## config.mk

```make
export PLATFORM = sky130hd
export DESIGN_NAME = tbec_decoder_pipe
export DESIGN_NICKNAME = d
export VERILOG_FILES = /design/src/rtl/tbec_decoder_pipe.sv
export SDC_FILE = /design/constraint.sdc
export NUM_CORES = 1
export LEC_CHECK = 0
export CELL_PAD_IN_SITES_DETAIL_PLACEMENT = 1
export CELL_PAD_IN_SITES_GLOBAL_PLACEMENT = 1
export CORE_UTILIZATION = 43
export CTS_BUF_LIST = sky130_fd_sc_hd__clkbuf_16
export DETAILED_ROUTE_END_ITERATION = 16
export GPL_TIMING_DRIVEN = 0
export PLACE_DENSITY_LB_ADDON = 0.12
export SYNTH_ARGS = -nofsm -noshare
export SYNTH_HDL_FRONTEND = slang
export SYNTH_SLANG_ARGS = --single-unit
export TNS_END_PERCENT = 1
```

## constraint.sdc

```tcl
create_clock -name clk -period 13.08 [get_ports clk]
set_input_delay 1.962 -clock clk [delete_from_list [all_inputs] [get_ports clk]]
set_output_delay 1.962 -clock clk [all_outputs]
set_load 0.02 [all_outputs]
```

## src/rtl/tbec_decoder_pipe.sv

```systemverilog
`default_nettype none
// ============================================================================
// Module   : tbec_decoder_pipe
// Purpose  : LANES-wide, two-stage pipelined TBEC decoder (32-bit codeword,
//            16 data bits per lane) using the three-region correction rule.
//            Valid/ready stream with full backpressure, latency 2 cycles.
// Options  : define TBEC_DEC_ERR_CNT_EN to build per-lane saturating
//            correction counters (corr_cnt, cleared by cnt_clear).
// Revision : 1.0 - initial pipelined release
// ============================================================================
module tbec_decoder_pipe #(
    parameter int LANES = 4,
    parameter int CNT_W = 16
) (
    input  logic                     clk,
    input  logic                     rst,
    input  logic                     in_valid,
    output logic                     in_ready,
    input  logic [32*LANES-1:0]      in_data,
    output logic                     out_valid,
    input  logic                     out_ready,
    output logic [16*LANES-1:0]      out_data,
    output logic [2*LANES-1:0]       out_err_code,
    output logic                     out_any_corr,
    input  logic                     cnt_clear,
    output logic [CNT_W*LANES-1:0]   corr_cnt
);

    // Data bit order inside a lane: d[15:12]=row1 (A1 B1 C1 D1) ... d[3:0]=row4.
    // Result order matches the received check field w[15:0]:
    // DI1 DI4 DI2 DI3 | P1 P4 P2 P3 | XA13 XA24 XB13 XB24 XC13 XC24 XD13 XD24.
    function automatic logic [15:0] calc_checks(input logic [15:0] d);
        logic [3:0] x13;
        logic [3:0] x24;
        x13 = d[15:12] ^ d[7:4];
        x24 = d[11:8]  ^ d[3:0];
        return {d[15] ^ d[10] ^ d[13] ^ d[8],
                d[3]  ^ d[6]  ^ d[1]  ^ d[4],
                d[11] ^ d[14] ^ d[9]  ^ d[12],
                d[7]  ^ d[2]  ^ d[5]  ^ d[0],
                d[15] ^ d[11] ^ d[14] ^ d[10],
                d[5]  ^ d[1]  ^ d[4]  ^ d[0],
                d[13] ^ d[9]  ^ d[12] ^ d[8],
                d[7]  ^ d[3]  ^ d[6]  ^ d[2],
                x13[3], x24[3], x13[2], x24[2],
                x13[1], x24[1], x13[0], x24[0]};
    endfunction

    // Applies the region rule to one lane; returns {err_code, corrected data}.
    function automatic logic [17:0] decode_lane(input logic [15:0] d, input logic [15:0] s);
        logic [3:0]  x13;
        logic [3:0]  x24;
        logic [3:0]  nx;
        logic [2:0]  s12;
        logic [2:0]  s34;
        logic        fix;
        logic [15:0] r;
        logic [1:0]  code;
        x13 = {s[7], s[5], s[3], s[1]};
        x24 = {s[6], s[4], s[2], s[0]};
        nx  = '0;
        for (int k = 0; k < 8; k++) begin
            nx = nx + {3'b000, s[k]};
        end
        // s12 gathers DI1, DI2, P1, P2; s34 gathers DI3, DI4, P3, P4
        s12 = {2'b00, s[15]} + {2'b00, s[13]} + {2'b00, s[11]} + {2'b00, s[9]};
        s34 = {2'b00, s[14]} + {2'b00, s[12]} + {2'b00, s[10]} + {2'b00, s[8]};
        fix = ((|s[15:12] && |s[11:8]) || (nx > 4'd1)) && !(s[8] && (nx > 4'd1));
        r    = d;
        code = 2'b00;
        if (fix) begin
            if (s12 > s34) begin
                r[15:12] = d[15:12] ^ x13;
                r[11:8]  = d[11:8]  ^ x24;
                code     = 2'b01;
            end else if (s12 < s34) begin
                r[7:4]   = d[7:4]   ^ x13;
                r[3:0]   = d[3:0]   ^ x24;
                code     = 2'b10;
            end else begin
                r[11:8]  = d[11:8]  ^ x24;
                r[7:4]   = d[7:4]   ^ x13;
                code     = 2'b11;
            end
        end
        return {code, r};
    endfunction

    logic                   s1_valid;
    logic                   s2_valid;
    logic                   s1_load;
    logic                   s2_load;
    logic [16*LANES-1:0]    s1_data;
    logic [16*LANES-1:0]    s1_syn;
    logic [16*LANES-1:0]    in_syn;
    logic [16*LANES-1:0]    dec_data;
    logic [2*LANES-1:0]     dec_code;

    // S2 frees up when empty or drained; S1 can refill behind a moving S2,
    // so a bubble in S2 never blocks the input.
    assign s2_load   = !s2_valid || out_ready;
    assign s1_load   = !s1_valid || s2_load;
    assign in_ready  = s1_load;
    assign out_valid = s2_valid;

    for (genvar i = 0; i < LANES; i++) begin : g_lane
        assign in_syn[16*i +: 16] = calc_checks(in_data[32*i+16 +: 16]) ^ in_data[32*i +: 16];
        assign {dec_code[2*i +: 2], dec_data[16*i +: 16]} =
            decode_lane(s1_data[16*i +: 16], s1_syn[16*i +: 16]);
    end

    // Stage 1: capture raw data and syndromes of an accepted beat
    always_ff @(posedge clk or posedge rst) begin
        if (rst) begin
            s1_valid <= 1'b0;
            s1_data  <= '0;
            s1_syn   <= '0;
        end else if (s1_load) begin
            s1_valid <= in_valid;
            if (in_valid) begin
                s1_data <= in_data_data(in_data);
                s1_syn  <= in_syn;
            end
        end
    end

    // Gathers the 16 data bits of every lane into a packed vector
    function automatic logic [16*LANES-1:0] in_data_data(input logic [32*LANES-1:0] w);
        logic [16*LANES-1:0] d;
        d = '0;
        for (int k = 0; k < LANES; k++) begin
            d[16*k +: 16] = w[32*k+16 +: 16];
        end
        return d;
    endfunction

    // Stage 2: register corrected data and codes; holds while stalled
    always_ff @(posedge clk or posedge rst) begin
        if (rst) begin
            s2_valid     <= 1'b0;
            out_data     <= '0;
            out_err_code <= '0;
            out_any_corr <= 1'b0;
        end else if (s2_load) begin
            s2_valid <= s1_valid;
            if (s1_valid) begin
                out_data     <= dec_data;
                out_err_code <= dec_code;
                out_any_corr <= |dec_code;
            end
        end
    end

`ifdef TBEC_DEC_ERR_CNT_EN
    logic out_fire;
    assign out_fire = out_valid && out_ready;

    for (genvar i = 0; i < LANES; i++) begin : g_cnt
        logic [CNT_W-1:0] cnt;
        // Per-lane saturating count of corrected beats; clear wins over increment
        always_ff @(posedge clk or posedge rst) begin
            if (rst) begin
                cnt <= '0;
            end else if (cnt_clear) begin
                cnt <= '0;
            end else if (out_fire && (out_err_code[2*i +: 2] != 2'b00) && (cnt != {CNT_W{1'b1}})) begin
                cnt <= cnt + CNT_W'(1);
            end
        end
        assign corr_cnt[CNT_W*i +: CNT_W] = cnt;
    end
`else
    logic unused_cnt_clear;
    assign unused_cnt_clear = cnt_clear;
    assign corr_cnt         = '0;
`endif

endmodule
`default_nettype wire

```

======== Word level (Yosys, flattened, before mapping) ========
Index checks and enable logic that the tools add are counted.
word-level totals
  register bits after elaboration ......... 203
  bits of input ports ..................... 133
  output and inout port bits .............. 139
  logic and storage cells ................. 266
operators by class
  $add $sub $neg .......................... 52
  order comparisons ....................... 12
  mux-type cells .......................... 36
  bitwise operators ....................... 124
  reductions and logical operators ........ 35
operator list
  kind                                                            number
  bitwise XOR 1 bit                                               96
  bitwise XOR 4 bit                                               24
  adder 4 x 1 -> 4 bit                                            16
  2-to-1 mux 16 bit                                               4
  2-to-1 mux 4 bit                                                16
  bitwise XOR 16 bit                                              4
  adder 2 x 1 -> 3 bit                                            12
  2-to-1 mux 8 bit                                                4
  OR reduction 4 bit                                              8
  adder 1 x 1 -> 2 bit                                            12
  adder 3 x 1 -> 3 bit                                            8
  adder 3 x 1 -> 4 bit                                            4
  greater-than comparator 4 x 1 -> 1 bit (second input constant)  4
  2-to-1 mux 2 bit                                                8
  greater-than comparator 3 bit                                   4
  logical AND 1 bit                                               12
  < comparator 3 bit                                              4
  OR reduction 8 bit                                              1
  zero test 1 bit                                                 6
  logical OR 1 bit                                                6
  2-to-1 mux 1 bit                                                4
  AND reduction 2 bit                                             2

======== Logic depth before layout (Yosys ltp) ========
Gate-level depths: netlist of the first run.
  depth in word-level cells ............... 13
  gate-level depth with buffers ........... 15
  gate-level depth less buffers ........... 13

======== Worst setup path before layout of the first run ========
Ideal clock, no wire load.
  path type ............................... input to output
  from .................................... input port out_ready
  to ...................................... output port in_ready
  data arrival time ....................... 2.245 ns
  required time ........................... 11.118 ns
  setup slack ............................. 8.873 ns
  stages on the path ...................... 1
  path buffers ............................ 0
  cells stage by stage .................... nand3b_1
between the ends
  word-level cells in the longest chain between the ends .. 2
ends and longest elaborated chain
  what              RTL line  RTL
  from (decl)       21        input logic out_ready,
  logical OR 1 bit  101       assign s2_load = !s2_valid || out_ready;
  logical OR 1 bit  102       assign s1_load = !s1_valid || s2_load;
  to (decl)         18        output logic in_ready,
No other way between the ends.

======== Worst setup path after layout of the first run ========
Ends and elaborated chain as after synthesis.

==> summary.txt, run 1 <==
Logic synthesis
  • Post-Syn Area: 12100 µm²
  • Asr flop ratio synth: 1.00
  • YS warnings: 0
  • Mapped Cells: 1157
  • Number of synthesized register bits: 203
  • Avg Cell Area, Syn: 10.5 µm²
  • Post-synthesis sequential area ratio: 0.419
  • EDFF count, synth: 0
  • Ys flop type: dfrtp_1
  • Yosys cell types: 38

Routing
  • Total wire length: 34900 µm
  • Post-DRT Antenna Nets: 0
  • WL/cell: 18.9 µm
  • DRT iter0 DRCs: 457
  • Via count: 9270
  • DRC Markers: 0
  • Vias per cell: 5.03
  • Drt first pass iters: 4

Floorplan
  • Die width: 170 µm
  • Ports: 272
  • Initial Util: 0.437
  • Core Footprint: 27800 µm²
  • Chip Height: 170 µm
  • Die area: 28900 µm²
  • Std cell rows: 61

Setup path
  • Launching point of the worst reg2reg path: s1_syn[16]
  • CP endpoint kind: output port
  • Arrival time worst endpoint: 3.24 ns
  • R2r setup slk: 8.92 ns
  • Reg2reg path depth: 15
  • Critical setup path kind: primary input to output port
  • Crit path required time: 11.12 ns
  • CP max FO: 3
  • CP startpoint kind: primary input
  • R2R Path End: out_data[19]

Final layout
  • Commonest non-fill, non-tap cell in the layout: clkdlybuf4s50_1
  • ANT cells: 0
  • Final Util: 0.561
  • Filler cells: 3143
  • Design Area, Final: 15600 µm²
  • Finished Layout Cells: 1843
  • Nets: 1648
  • Share of cells above drive strength 1: 0.137
  • Most frequent cells in the layout: 206 x clkdlybuf4s50_1, 203 x dfrtp_1, 151 x nand2_1
  • P&R area growth vs syn: 28.4%

Clock network
  • # hold bufs at CTS: 0
  • TritonCTS clock tree: done
  • Clock Tree Buf Depth: 3
  • Depth of the CTS H-tree: 1
  • Post-CTS Setup Bufs: 0
  • CTS sink count: 203
  • Clock root buffer: clkbuf_16
  • Clock slew at reported path FFs: 0.06 ns
  • CTS Buf Count: 22
  • Post-CTS Resized: 0
  • Clock Latency Late Sink: 0.51 ns

Place
  • DP Cell Count: 1805
  • Final GP Congestion: 0.882
  • DP Area: 14900 µm²
  • Pre-CTS WS: 7.90 ns
  • Port Buffers: 206
  • HPWL after DPL: 27000 µm

Global route
  • First-pass GRT wire length: 55000 µm
  • Antenna violations before repair: 0
  • Total grt overflow: 0
  • Gr usage total: 0.246
  • Largest net degree at the start of global routing: 116
  • Vias in the first global route: 9947

Power
  • PD cells: 231 nW/µm²
  • Leakage: 6.80 nW
  • Worst IR drop on VDD: 97.1 µV
  • Post-route total power: 3.60 mW

Timing
  • Tcrit/Tclk final: 0.398
  • Unrepaired setup endpoints after global routing: no
  • Final setup fails: 0
  • Worst-Margin Slew: 0.815 ns
  • Relative slew slack: 0.451
  • Maximum clock rate: 0.192 GHz
  • Setup TNS: 0 ns
  • Final WS setup: 7.88 ns
  • Fin. max-slew vios: 0
  • Final hold vios: 0
  • Fin crit period: 5.20 ns
  • Layout Skew: 0.00863 ns
  • Fin Hold WS: 0.481 ns

Status
  • Status: complete, no violations

Worst hold path
  • Worst Hold End: out_data[26]
  • HP Start: out_data[26]
  • Hold depth: 2
  • Hold Path Class: flop to flop

Flow run
  • Max-cap violations: 0
## worst max path at each step
| stage | slack, ns | depth (start not counted) | startpoint | to |
|---|---|---|---|---|
| 2_1_floorplan | 5.58 | 1 | rst | out_any_corr |
| 4_1_cts | 7.89 | 3 | out_ready | in_ready |
| 6_report | 7.88 | 3 | out_ready | in_ready |
| 3_3_place_gp | 2.59 | 2 | rst | out_data[55] |
| 5_1_grt | 7.85 | 3 | out_ready | in_ready |
| 3_5_place_dp | 7.90 | 3 | out_ready | in_ready |
## per-layer routing
layer / track usage / vias up / part of all wire
met4: 0.0435 / 0 / 0.014
li1: - / 4381 / -
met5: 0 / - / 0
met1: 0.329 / 4647 / 0.44
met3: 0.0286 / 31 / 0.040
met2: 0.432 / 211 / 0.51
## layout make-up
cell class | count | area (µm²) | area share
buffer | 117 | 781 | 0.0501
clock buffer | 23 | 576 | 0.0369
clock inverter | 15 | 61.3 | 0.00394
inverter | 53 | 206 | 0.0133
multi-input combinational | 847 | 6310 | 0.405
sequential | 203 | 5080 | 0.326
tap | 378 | 473 | 0.0304
timing repair buffer | 207 | 2090 | 0.134
## worst max-delay path, stage by stage
cell and delay (ns):
clkdlybuf4s50_1 0.47, nand3b_1 0.17, clkdlybuf4s50_1 0.63
## flip-flops by register name, summed over array words and instances (netlist names)
signal	flops
out_valid	1
out_err_code	8
s1_valid	1
out_any_corr	1
s1_data	64
out_data	64
s1_syn	64
## where the power goes
part / switching, mW / internal [mW]
combinational: 1.21 / 0.865
sequential: 0.147 / 0.813
clock: 0.250 / 0.314
## cells in the mapped netlist, types with 3 or more instances
| library cell | count | area (µm²) |
|---|---|---|
| fa_1 | 24 | 480 |
| o21ai_1 | 21 | 105 |
| nand2b_1 | 3 | 18.8 |
| o211ai_2 | 3 | 37.5 |
| and2_1 | 4 | 25.0 |
| buf_4 | 66 | 495 |
| xor2_1 | 128 | 1120 |
| buf_2 | 24 | 120 |
| ha_1 | 40 | 500 |
| dfrtp_1 | 203 | 5080 |
| buf_6 | 7 | 78.8 |
| mux2_2 | 64 | 721 |
| nor4_1 | 8 | 50.1 |
| nand2_1 | 151 | 567 |
| nor2_2 | 4 | 25.0 |
| xnor2_1 | 96 | 841 |
| nand3b_1 | 9 | 67.6 |
| o2111ai_1 | 48 | 420 |
| o211ai_1 | 16 | 120 |
| inv_1 | 53 | 199 |
| o21ai_0 | 118 | 591 |
| o21a_1 | 8 | 60.1 |
| clkbuf_1 | 19 | 71.3 |
| and3_1 | 12 | 75.1 |
| nor3_1 | 4 | 20.0 |
| a21oi_1 | 4 | 20.0 |
## cell families after synthesis
kind of cell	Yosys count	share of synthesized area
DFF	203	0.419
buffers and inverters	170	0.0807
adders and majority gates	64	0.0808
and+or+nand+nor	204	0.0796
muxes	64	0.0594
AOI/OAI and AO/OA	227	0.119
xor gates and xnor gates	224	0.162
other	1	0.000309
Note: power is estimated with default switching activity, not from simulation.
==> run 2, diff against run 1 <==
Settings changed: CORE_UTILIZATION 43 to 36.
Clock period 13.08 ns to 4.7 ns, I/O delays scaled along.
==> summary.txt, run 2 (same netlist as run 1, synthesis figures left out) <==
Status
  • Status: complete, no violations

Routing
  • WL/cell: 18.4 µm (-2.6%)
  • Drt first pass iters: 4 (unchanged)
  • DRC Markers: 0 (unchanged)
  • DR WL met2: 17100 µm (-3.3%)
  • Vias per cell: 4.81 (-4.4%)
  • M1 WL: 15900 µm (+3.4%)
  • Total wire length: 35300 µm (+1.2%)
  • Post-DRT Antenna Nets: 0 (unchanged)
  • Via count: 9210 (-0.65%)
  • DRT iter0 DRCs: 408 (-11%)
  • Top routing layer in use: met5
  • Detailed-routed wire length on met3: 1540 µm (+12%)

Timing
  • Final hold vios: 0 (unchanged)
  • Final WS setup: 0.523 ns (-7.36 ns)
  • Fin Hold WS: 0.477 ns (-0.00390 ns)
  • Maximum clock rate: 0.239 GHz
  • Worst-Margin Slew: 0.817 ns (+0.00174 ns)
  • Relative slew slack: 0.450 (-0.00117)
  • Final setup fails: 0 (unchanged)
  • Unrepaired setup endpoints after global routing: no
  • Fin. max-slew vios: 0 (unchanged)
  • Layout Skew: 0.0109 ns (+0.00224 ns)
  • Tcrit/Tclk final: 0.889
  • Fin crit period: 4.18 ns

Place
  • Final GP Congestion: 0.837 (-5.1%)
  • HPWL after DPL: 27700 µm (+2.8%)
  • Pre-CTS WS: 0.503 ns (-7.40 ns)
  • Port Buffers: 206 (unchanged)

Setup path
  • CP startpoint kind: flop
  • Crit path depth: 15 (+12)
  • Crit path required time: 5.07 ns (-6.05 ns)
  • Worst Setup SP: s1_syn[48]
  • CP max stage cell: fa_1
  • Largest stage delay on the critical path: 0.57 ns (-0.06 ns)
  • Reg2reg path depth: 15 (unchanged)
  • Crit-path leading delay family: adder cells
  • Critical setup path kind: flop to flop
  • Launching point of the worst reg2reg path: s1_syn[48]
  • CP endpoint kind: flop
  • CP Cell Sequence: fa_1, inv_1, fa_1, fa_1, inv_1, ha_1, inv_1, fa_1, nand4bb_4, o21a_1, buf_6, buf_6, o2111ai_1, xor2_1, o21ai_0
  • CP most frequent cell: fa_1
  • R2r setup slk: 0.52 ns (-8.40 ns)
  • Crit path buffers/inverters: 5 (+3)
  • CP max FO: 10 (+7)
  • Worst Setup EP: out_data[56]
  • Arrival time worst endpoint: 4.55 ns (+1.31 ns)
  • R2R Path End: out_data[56]

Final layout
  • Nets: 1655 (+0.42%)
  • Regs by FF count: out_data (64), s1_data (64), s1_syn (64)
  • Share of cells above drive strength 1: 0.141 (+0.00401)
  • Commonest non-fill, non-tap cell in the layout: clkdlybuf4s50_1
  • P&R area growth vs syn: 30.2%
  • Most frequent cells in the layout: 206 x clkdlybuf4s50_1, 203 x dfrtp_1, 151 x nand2_1
  • ANT cells: 0 (unchanged)

Clock network
  • CTS Buf Count: 24 (+9.1%)
  • # hold bufs at CTS: 0 (unchanged)
  • Clock Latency Late Sink: 0.52 ns (about the same)
  • Post-CTS Setup Bufs: 0 (unchanged)
  • Post-CTS Resized: 0 (unchanged)
  • Clock root buffer: clkbuf_16
  • TritonCTS clock tree: done
  • Clock Tree Buf Depth: 3 (unchanged)
  • Clock slew at reported path FFs: 0.06 ns (about the same)
  • CTS sink count: 203 (unchanged)
  • Depth of the CTS H-tree: 1 (unchanged)

Worst hold path
  • Hold depth: 2 (unchanged)
  • Hold Path Class: flop to flop

Global route
  • Vias in the first global route: 9717 (-2.3%)
  • Antenna violations before repair: 1 (+1)
  • Gr usage total: 0.208 (-0.0383)
  • First-pass GRT wire length: 55000 µm (unchanged)
  • Total grt overflow: 0 (unchanged)
  • Largest net degree at the start of global routing: 40 (-66%)

Power
  • NetSw: 4.49 mW (+180%)
  • Leakage: 6.86 nW (+0.89%)
  • Sequential Power Share: 0.262 (-0.005)
  • Switch share: 0.444 (-0.00283)
  • Worst IR drop on VDD: 316 µV (+230%)
  • Combinational power share: 0.572 (-0.005)
  • P_int: 5.62 mW (+180%)
  • Clock network fraction of design power: 0.166 (+0.010)
  • PD cells: 640 nW/µm² (+180%)

Floorplan
  • Core Footprint: 32900 µm² (+18%)
  • Initial Util: 0.369 (-0.0676)
  • Die area: 34400 µm² (+19%)
  • Ports: 272 (unchanged)
  • Std cell rows: 66 (+8.2%)
  • Die width: 186 µm (+9.2%)
  • Chip Height: 186 µm (+9.2%)

Flow run
  • Max-cap violations: 0 (unchanged)
## run 2: power groups by stage
| stage | Sequential, mW | Clock (mW) | Combinational (mW) |
|---|---|---|---|
| 2_1_floorplan | 2.95 | 0 | 3.51 |
| 3_3_place_gp | 2.66 | 0 | 5.62 |
| 3_5_place_dp | 2.68 | 0 | 5.81 |
| 4_1_cts | 2.65 | 1.73 | 5.84 |
| 5_1_grt | 2.72 | 1.79 | 6.37 |
| 6_report | 2.65 | 1.68 | 5.78 |
## run 2: worst min-delay path by stage
stage | slack (ns) | end | start
finish | 0.48 | out_data[26] | out_data[26]
global route | 0.51 | out_data[60] | out_data[60]
CTS | 0.48 | out_data[0] | out_data[0]
detailed placement | 0.47 | out_data[0] | out_data[0]
global placement | 0.46 | out_data[47] | out_data[47]
floorplan | 0.46 | out_valid | s1_valid
## run 2: tightest hold or removal path, delay by kind of cell, from the launching register on
family / cells / cell delay, ns
and+or+nand+nor: 1 / 0.05
AOI/OAI and AO/OA: 1 / 0.06
DFF: 1 / 0.34
## run 2: layout make-up
| type | instances | area [µm²] |
|---|---|---|
| inverter | 53 | 203 |
| clock buffer | 25 | 626 |
| clock inverter | 16 | 65.1 |
| multi-input combinational | 847 | 6310 |
| tap | 442 | 553 |
| sequential | 203 | 5080 |
| fill | 3736 | 17100 |
| buffer | 117 | 781 |
| timing repair buffer | 212 | 2180 |
## run 2: metal layers
| metal | GRT usage | up-vias |
|---|---|---|
| met2 | 0.353 | 188 |
| met4 | 0.0511 | 2 |
| met1 | 0.274 | 4556 |
| li1 | - | 4413 |
| met3 | 0.0364 | 51 |
| met5 | 0 | - |
## run 2: metrics by stage
step / power, mW / setup TNS, ns / utilization / std cells / instance area, µm²
5_1_grt: 10.9 / 0 / 0.481 / 1915 / 15800
6_report: 10.1 / 0 / 0.481 / 1915 / 15800
3_3_place_gp: 8.29 / -91.16 / 0.456 / 1868 / 15000
3_5_place_dp: 8.48 / 0 / 0.460 / 1874 / 15100
2_1_floorplan: 6.46 / 0 / - / 1220 / 12400
4_1_cts: 10.2 / 0 / 0.481 / 1915 / 15800
==> run 3, diff against run 2 <==
Settings changed: RECOVER_POWER from default to 100, SKIP_LAST_GASP from default to 1.
==> summary.txt, run 3 (same netlist as run 1, synthesis figures left out) <==
Clock network
  • Clock slew at reported path FFs: 0.06 ns (about the same)
  • Post-CTS Setup Bufs: 0 (unchanged)
  • Clock Tree Buf Depth: 3 (unchanged)
  • Clock Latency Late Sink: 0.52 ns (about the same)
  • Depth of the CTS H-tree: 1 (unchanged)
  • # hold bufs at CTS: 0 (unchanged)
  • TritonCTS clock tree: done
  • Clock root buffer: clkbuf_16
  • CTS sink count: 203 (unchanged)
  • Post-CTS Resized: 0 (unchanged)
  • CTS Buf Count: 24 (unchanged)

Timing
  • Unrepaired setup endpoints after global routing: no
  • Tcrit/Tclk final: 0.918 (+0.0296)
  • Fin. max-slew vios: 39 (+39)
  • Relative slew slack: -0.542 (-0.991)
  • Final WS setup: 0.383 ns (-0.139 ns)
  • Setup TNS: 0 ns (unchanged)
  • Final hold vios: 0 (unchanged)
  • Fin Hold WS: 0.471 ns (-0.00609 ns)
  • Maximum clock rate: 0.232 GHz (-3.2%)
  • Worst-Margin Slew: 2.31 ns (+1.50 ns)
  • Layout Skew: 0.0107 ns (-0.000154 ns)
  • Fin crit period: 4.32 ns (+0.139 ns)
  • Final setup fails: 0 (unchanged)

Power
  • Clock network fraction of design power: 0.170 (+0.004)
  • Combinational power share: 0.564 (-0.008)
  • PD cells: 631 nW/µm² (-1.4%)
  • P_int: 5.45 mW (-3.0%)
  • Leakage: 6.86 nW (about the same)
  • Post-route total power: 9.89 mW (-2.1%)
  • Worst IR drop on VDD: 315 µV (-0.37%)
  • Switch share: 0.449 (+0.00480)
  • NetSw: 4.44 mW (-1.1%)
  • Sequential Power Share: 0.266 (+0.004)

Global route
  • Vias in the first global route: 9717 (unchanged)
  • Total grt overflow: 0 (unchanged)
  • Gr usage total: 0.208 (unchanged)
  • Largest net degree at the start of global routing: 40 (unchanged)
  • First-pass GRT wire length: 55000 µm (unchanged)
  • Antenna violations before repair: 1 (unchanged)

Final layout
  • Commonest non-fill, non-tap cell in the layout: dfrtp_1
  • Nets: 1655 (unchanged)
  • Finished Layout Cells: 1915 (unchanged)
  • Design Area, Final: 15700 µm² (-0.74%)
  • Share of cells above drive strength 1: 0.126 (-0.0149)
  • Regs by FF count: out_data (64), s1_data (64), s1_syn (64)
  • P&R area growth vs syn: 29.3%
  • ANT cells: 0 (unchanged)
  • Most frequent cells in the layout: 203 x dfrtp_1, 151 x nand2_1, 136 x o21ai_0
  • Final Util: 0.477 (-0.00354)

Routing
  • Post-DRT Antenna Nets: 0 (unchanged)
  • Via count: 9247 (+0.40%)
  • Total wire length: 35300 µm (about the same)
  • Vias per cell: 4.83 (+0.40%)
  • DRT iter0 DRCs: 412 (+0.98%)
  • Drt first pass iters: 4 (unchanged)
  • DRC Markers: 0 (unchanged)
  • WL/cell: 18.4 µm (about the same)

Setup path
  • Launching point of the worst reg2reg path: s1_syn[0]
  • Arrival time worst endpoint: 4.70 ns (+0.15 ns)
  • Worst Setup SP: s1_syn[0]
  • Crit path required time: 5.09 ns (+0.02 ns)
  • CP endpoint kind: flop
  • Critical setup path kind: flop to flop
  • CP startpoint kind: flop
  • CP max FO: 10 (unchanged)

Floorplan
  • Core Footprint: 32900 µm² (unchanged)
  • Std cell rows: 66 (unchanged)
  • Ports: 272 (unchanged)
  • Die width: 186 µm (unchanged)
  • Initial Util: 0.369 (unchanged)
  • Chip Height: 186 µm (unchanged)
  • Die area: 34400 µm² (unchanged)

Place
  • Final GP Congestion: 0.837 (unchanged)
  • Pre-CTS WS: 0.503 ns (unchanged)
  • Port Buffers: 206 (unchanged)
  • DP Cell Count: 1874 (unchanged)
  • HPWL after DPL: 27700 µm (unchanged)
  • DP Area: 15100 µm² (unchanged)

Flow run
  • Max-cap violations: 1 (+1)

Worst hold path
  • HP Start: out_data[0]
  • Hold Path Class: flop to flop

Status
  • Failing checks: capacitance limit, slew limit
  • Status: finished, violations left
-- run 3: layout make-up --
class / instances / area (µm²)
Fill cell: 3756 / 17200
Multi-Input combinational cell: 847 / 6290
Sequential cell: 203 / 5080
Timing Repair Buffer: 212 / 2120
Buffer: 117 / 752
Clock buffer: 25 / 626
Tap cell: 442 / 553
Inverter: 53 / 200
Clock inverter: 16 / 65.1
-- run 3: critical path, cell delays in order (launching register included) --
cell and delay [ns]:
dfrtp_1 0.43, fa_1 0.55, inv_1 0.05, fa_1 0.49, fa_1 0.41, inv_1 0.06, ha_1 0.16, inv_1 0.06
fa_1 0.50, nand4bb_1 0.14, o211ai_1 0.57, buf_4 0.29, o2111ai_1 0.15, xor2_1 0.22, o21ai_0 0.11
-- run 3: final timing paths --
path	to	slack, ns	cells past startpoint
worst max-delay path	out_data[8]	0.38	14
max in group asynchronous	s1_syn[16]	0.84	5
min in group asynchronous	s1_data[49]	0.76	2
worst min register to register	out_data[0]	0.47	2
worst max register to register	out_data[8]	0.38	14
worst min-delay path	out_data[0]	0.47	2
-- run 3: routing by layer --
metal	GRT usage	share of wire	vias up
li1	-	-	4421
met1	0.274	0.45	4585
met2	0.353	0.49	191
met3	0.0364	0.046	48
met4	0.0511	0.021	2
met5	0	0.00031	-
-- run 3: power groups by stage --
stage          combinational (mW)  sequential [mW]  clock, mW
2_1_floorplan                3.51             2.95          0
3_3_place_gp                 5.62             2.66          0
3_5_place_dp                 5.81             2.68          0
4_1_cts                      5.84             2.65       1.73
5_1_grt                      6.17             2.71       1.79
6_report                     5.58             2.63       1.68
==> variant, RTL diff (settings of run 2) <==
`CNT_W`: 16 -> 18.
--- a/src/rtl/tbec_decoder_pipe.sv
+++ b/src/rtl/tbec_decoder_pipe.sv
@@ -10,7 +10,7 @@
 // ============================================================================
 module tbec_decoder_pipe #(
     parameter int LANES = 4,
-    parameter int CNT_W = 16
+    parameter int CNT_W = 18
 ) (
     input  logic                     clk,
     input  logic                     rst,
Ports: changed (resized corr_cnt); port bits go from 272 to 280. No check against the original RTL was run, so the function may have changed too.
==> variant against run 2 <==
  * Synthesized cell count is 0.69% higher
  * Worst setup slack better by 14 ps
  * Routed wire length up 1.6%
  * Power rose by 0.95%
  * Area after synthesis up 0.49%
  * Sequential cell count stayed put
  * Sequential share of layout area fell by 0.29 points
  * Design area increased by 0.90%
==> variant: results (changes against run 2) <==
set qor(worst_clock_skew_ps) 11.3 ;# was 10.9 ps
set qor(vias_per_cell) 4.79 ;# was 4.81
set qor(routabilityCongestion) 0.824 ;# was 0.837
set qor(grt_max_degree) 41 ;# was 40
set qor(yosysSeqAreaShare_pct) 41.7 ;# was 41.9%
set qor(clk_latency_ps) 520 ;# about the same
set qor(avg_wl_per_cell_um) 18.5 ;# was 18.4 µm
set qor(top_layer) {met4} ;# was met5
set qor(timing.hold.worst_path_depth) 2 ;# unchanged
set qor(worst_supply_voltage_drop_on_vdd_mv) 0.343 ;# was 0.316 mV
set qor(use_met1_pct) 28.5 ;# was 27.4%
set qor(synthesis.instances) 1165 ;# was 1157
set qor(synth.top_cells.by_count) {203 x dfrtp_1, 151 x nand2_1, 128 x xor2_1} ;# unchanged
set qor(cts_made_buffers) 24 ;# unchanged
set qor(grt_antenna_before_repair) 0 ;# was 1
set qor(worstPathArrival_ps) 4540 ;# was 4550 ps
set qor(finish.net_count) 1671 ;# was 1655
set qor(met2_usage_pct) 36.3 ;# was 35.3%
set qor(leakagePower_nw) 6.95 ;# was 6.86 nW
set qor(met2_wirelength_mm) 17.5 ;# was 17.1 mm
set qor(placed_cells) 1896 ;# was 1874
set qor(drtIter0Drc) 383 ;# was 408
set qor(status) {finished, final reports clean} ;# unchanged
set qor(drt_wl_total_mm) 35.9 ;# was 35.3 mm
set qor(internal_power_mw) 5.73 ;# was 5.62 mW
set qor(number_of_global_route_vias_before_repair) 9917 ;# was 9717
set qor(relSlewSlack_pct) 56.1 ;# was 45.0%
set qor(rr_worst_depth) 15 ;# unchanged
set qor(dp_hpwl_mm) 28.1 ;# was 27.7 mm
set qor(synth_flop_cell) {dfrtp_1} ;# unchanged
set qor(post_synth_main_area_contributors) {dfrtp_1 42%, xor2_1 9.2%, xnor2_1 6.9%, mux2_2 5.9%, o21ai_0 4.8%} ;# was dfrtp_1 42%, xor2_1 9.2%, xnor2_1 6.9%, mux2_2 5.9%, o21ai_0 4.9%
set qor(route.layer.met1.wl_mm) 16.1 ;# was 15.9 mm
set qor(largest_registers_in_the_final_layout) {out_data x64, s1_data x64, s1_syn x64} ;# unchanged
set qor(grt_use_met3_pct) 2.62 ;# was 3.64%
set qor(grt_pass1_wl_mm) 56.3 ;# was 55.0 mm
set qor(pwr.group.clock_mw) 1.78 ;# was 1.68 mW
set qor(globalRouteTotalUtil_pct) 21.3 ;# was 20.8%
set qor(drive_gt1_share_pct) 14.5 ;# was 14.1%
set qor(met3WireLength_mm) 1.33 ;# was 1.54 mm
set qor(filler_instances) 3705 ;# was 3736
set qor(seq-power_mw) 2.67
[variant: area by class of cell]
class / instances / share of cell area (%)
Inverter: 53 / 1.27
Tap cell: 448 / 3.52
Multi-Input combinational cell: 855 / 39.8
Clock inverter: 15 / 0.691
Timing Repair Buffer: 212 / 13.7
Buffer: 125 / 5.27
Sequential cell: 203 / 31.9
Clock buffer: 25 / 3.92
[variant: worst max-delay path, cell delays in order (launching register included)]
cell       delay (ps)
dfrtp_1           460
fa_1              560
inv_1              50
fa_1              490
fa_1              410
inv_1              70
ha_1              170
inv_1              60
fa_1              540
nand4bb_4         130
o21a_1            200
buf_6             130
buf_6             130
o2111ai_1         280
xor2_1            220
o21ai_0           120
[variant: cell families (layout without fill, tap and decap cells)]
group | after synthesis | in the layout | share of synthesized area, %
xor gates and xnor gates | 224 | 224 | 16.1
other | 1 | 72 | 0.0307
adders and majority gates | 64 | 64 | 8.04
DFF | 203 | 203 | 41.7
and+or+nand+nor | 204 | 204 | 7.92
AOI/OAI and AO/OA | 227 | 227 | 11.8
muxes | 64 | 64 | 5.91
buffers and inverters | 178 | 430 | 8.53
[variant: final timing paths]
check                               end        start  slack [ps]
hold / removal              out_data[0]  out_data[0]         480
min in group asynchronous  out_data[49]          rst         570
setup reg to reg           out_data[56]   s1_syn[48]         540
max in group asynchronous    s1_syn[21]          rst        3130
setup / recovery           out_data[56]   s1_syn[48]         540
hold reg to reg             out_data[0]  out_data[0]         480
[variant: per-stage QoR]
step                      setup slack, ps  utilization, %  area, µm²
final                                 536            47.7      15900
after global placement               -465            45.1      15100
after detailed placement              547            45.5      15200
after global routing                  348            47.7      15900
after CTS                             517            47.7      15900
after floorplan                       934               -      12500
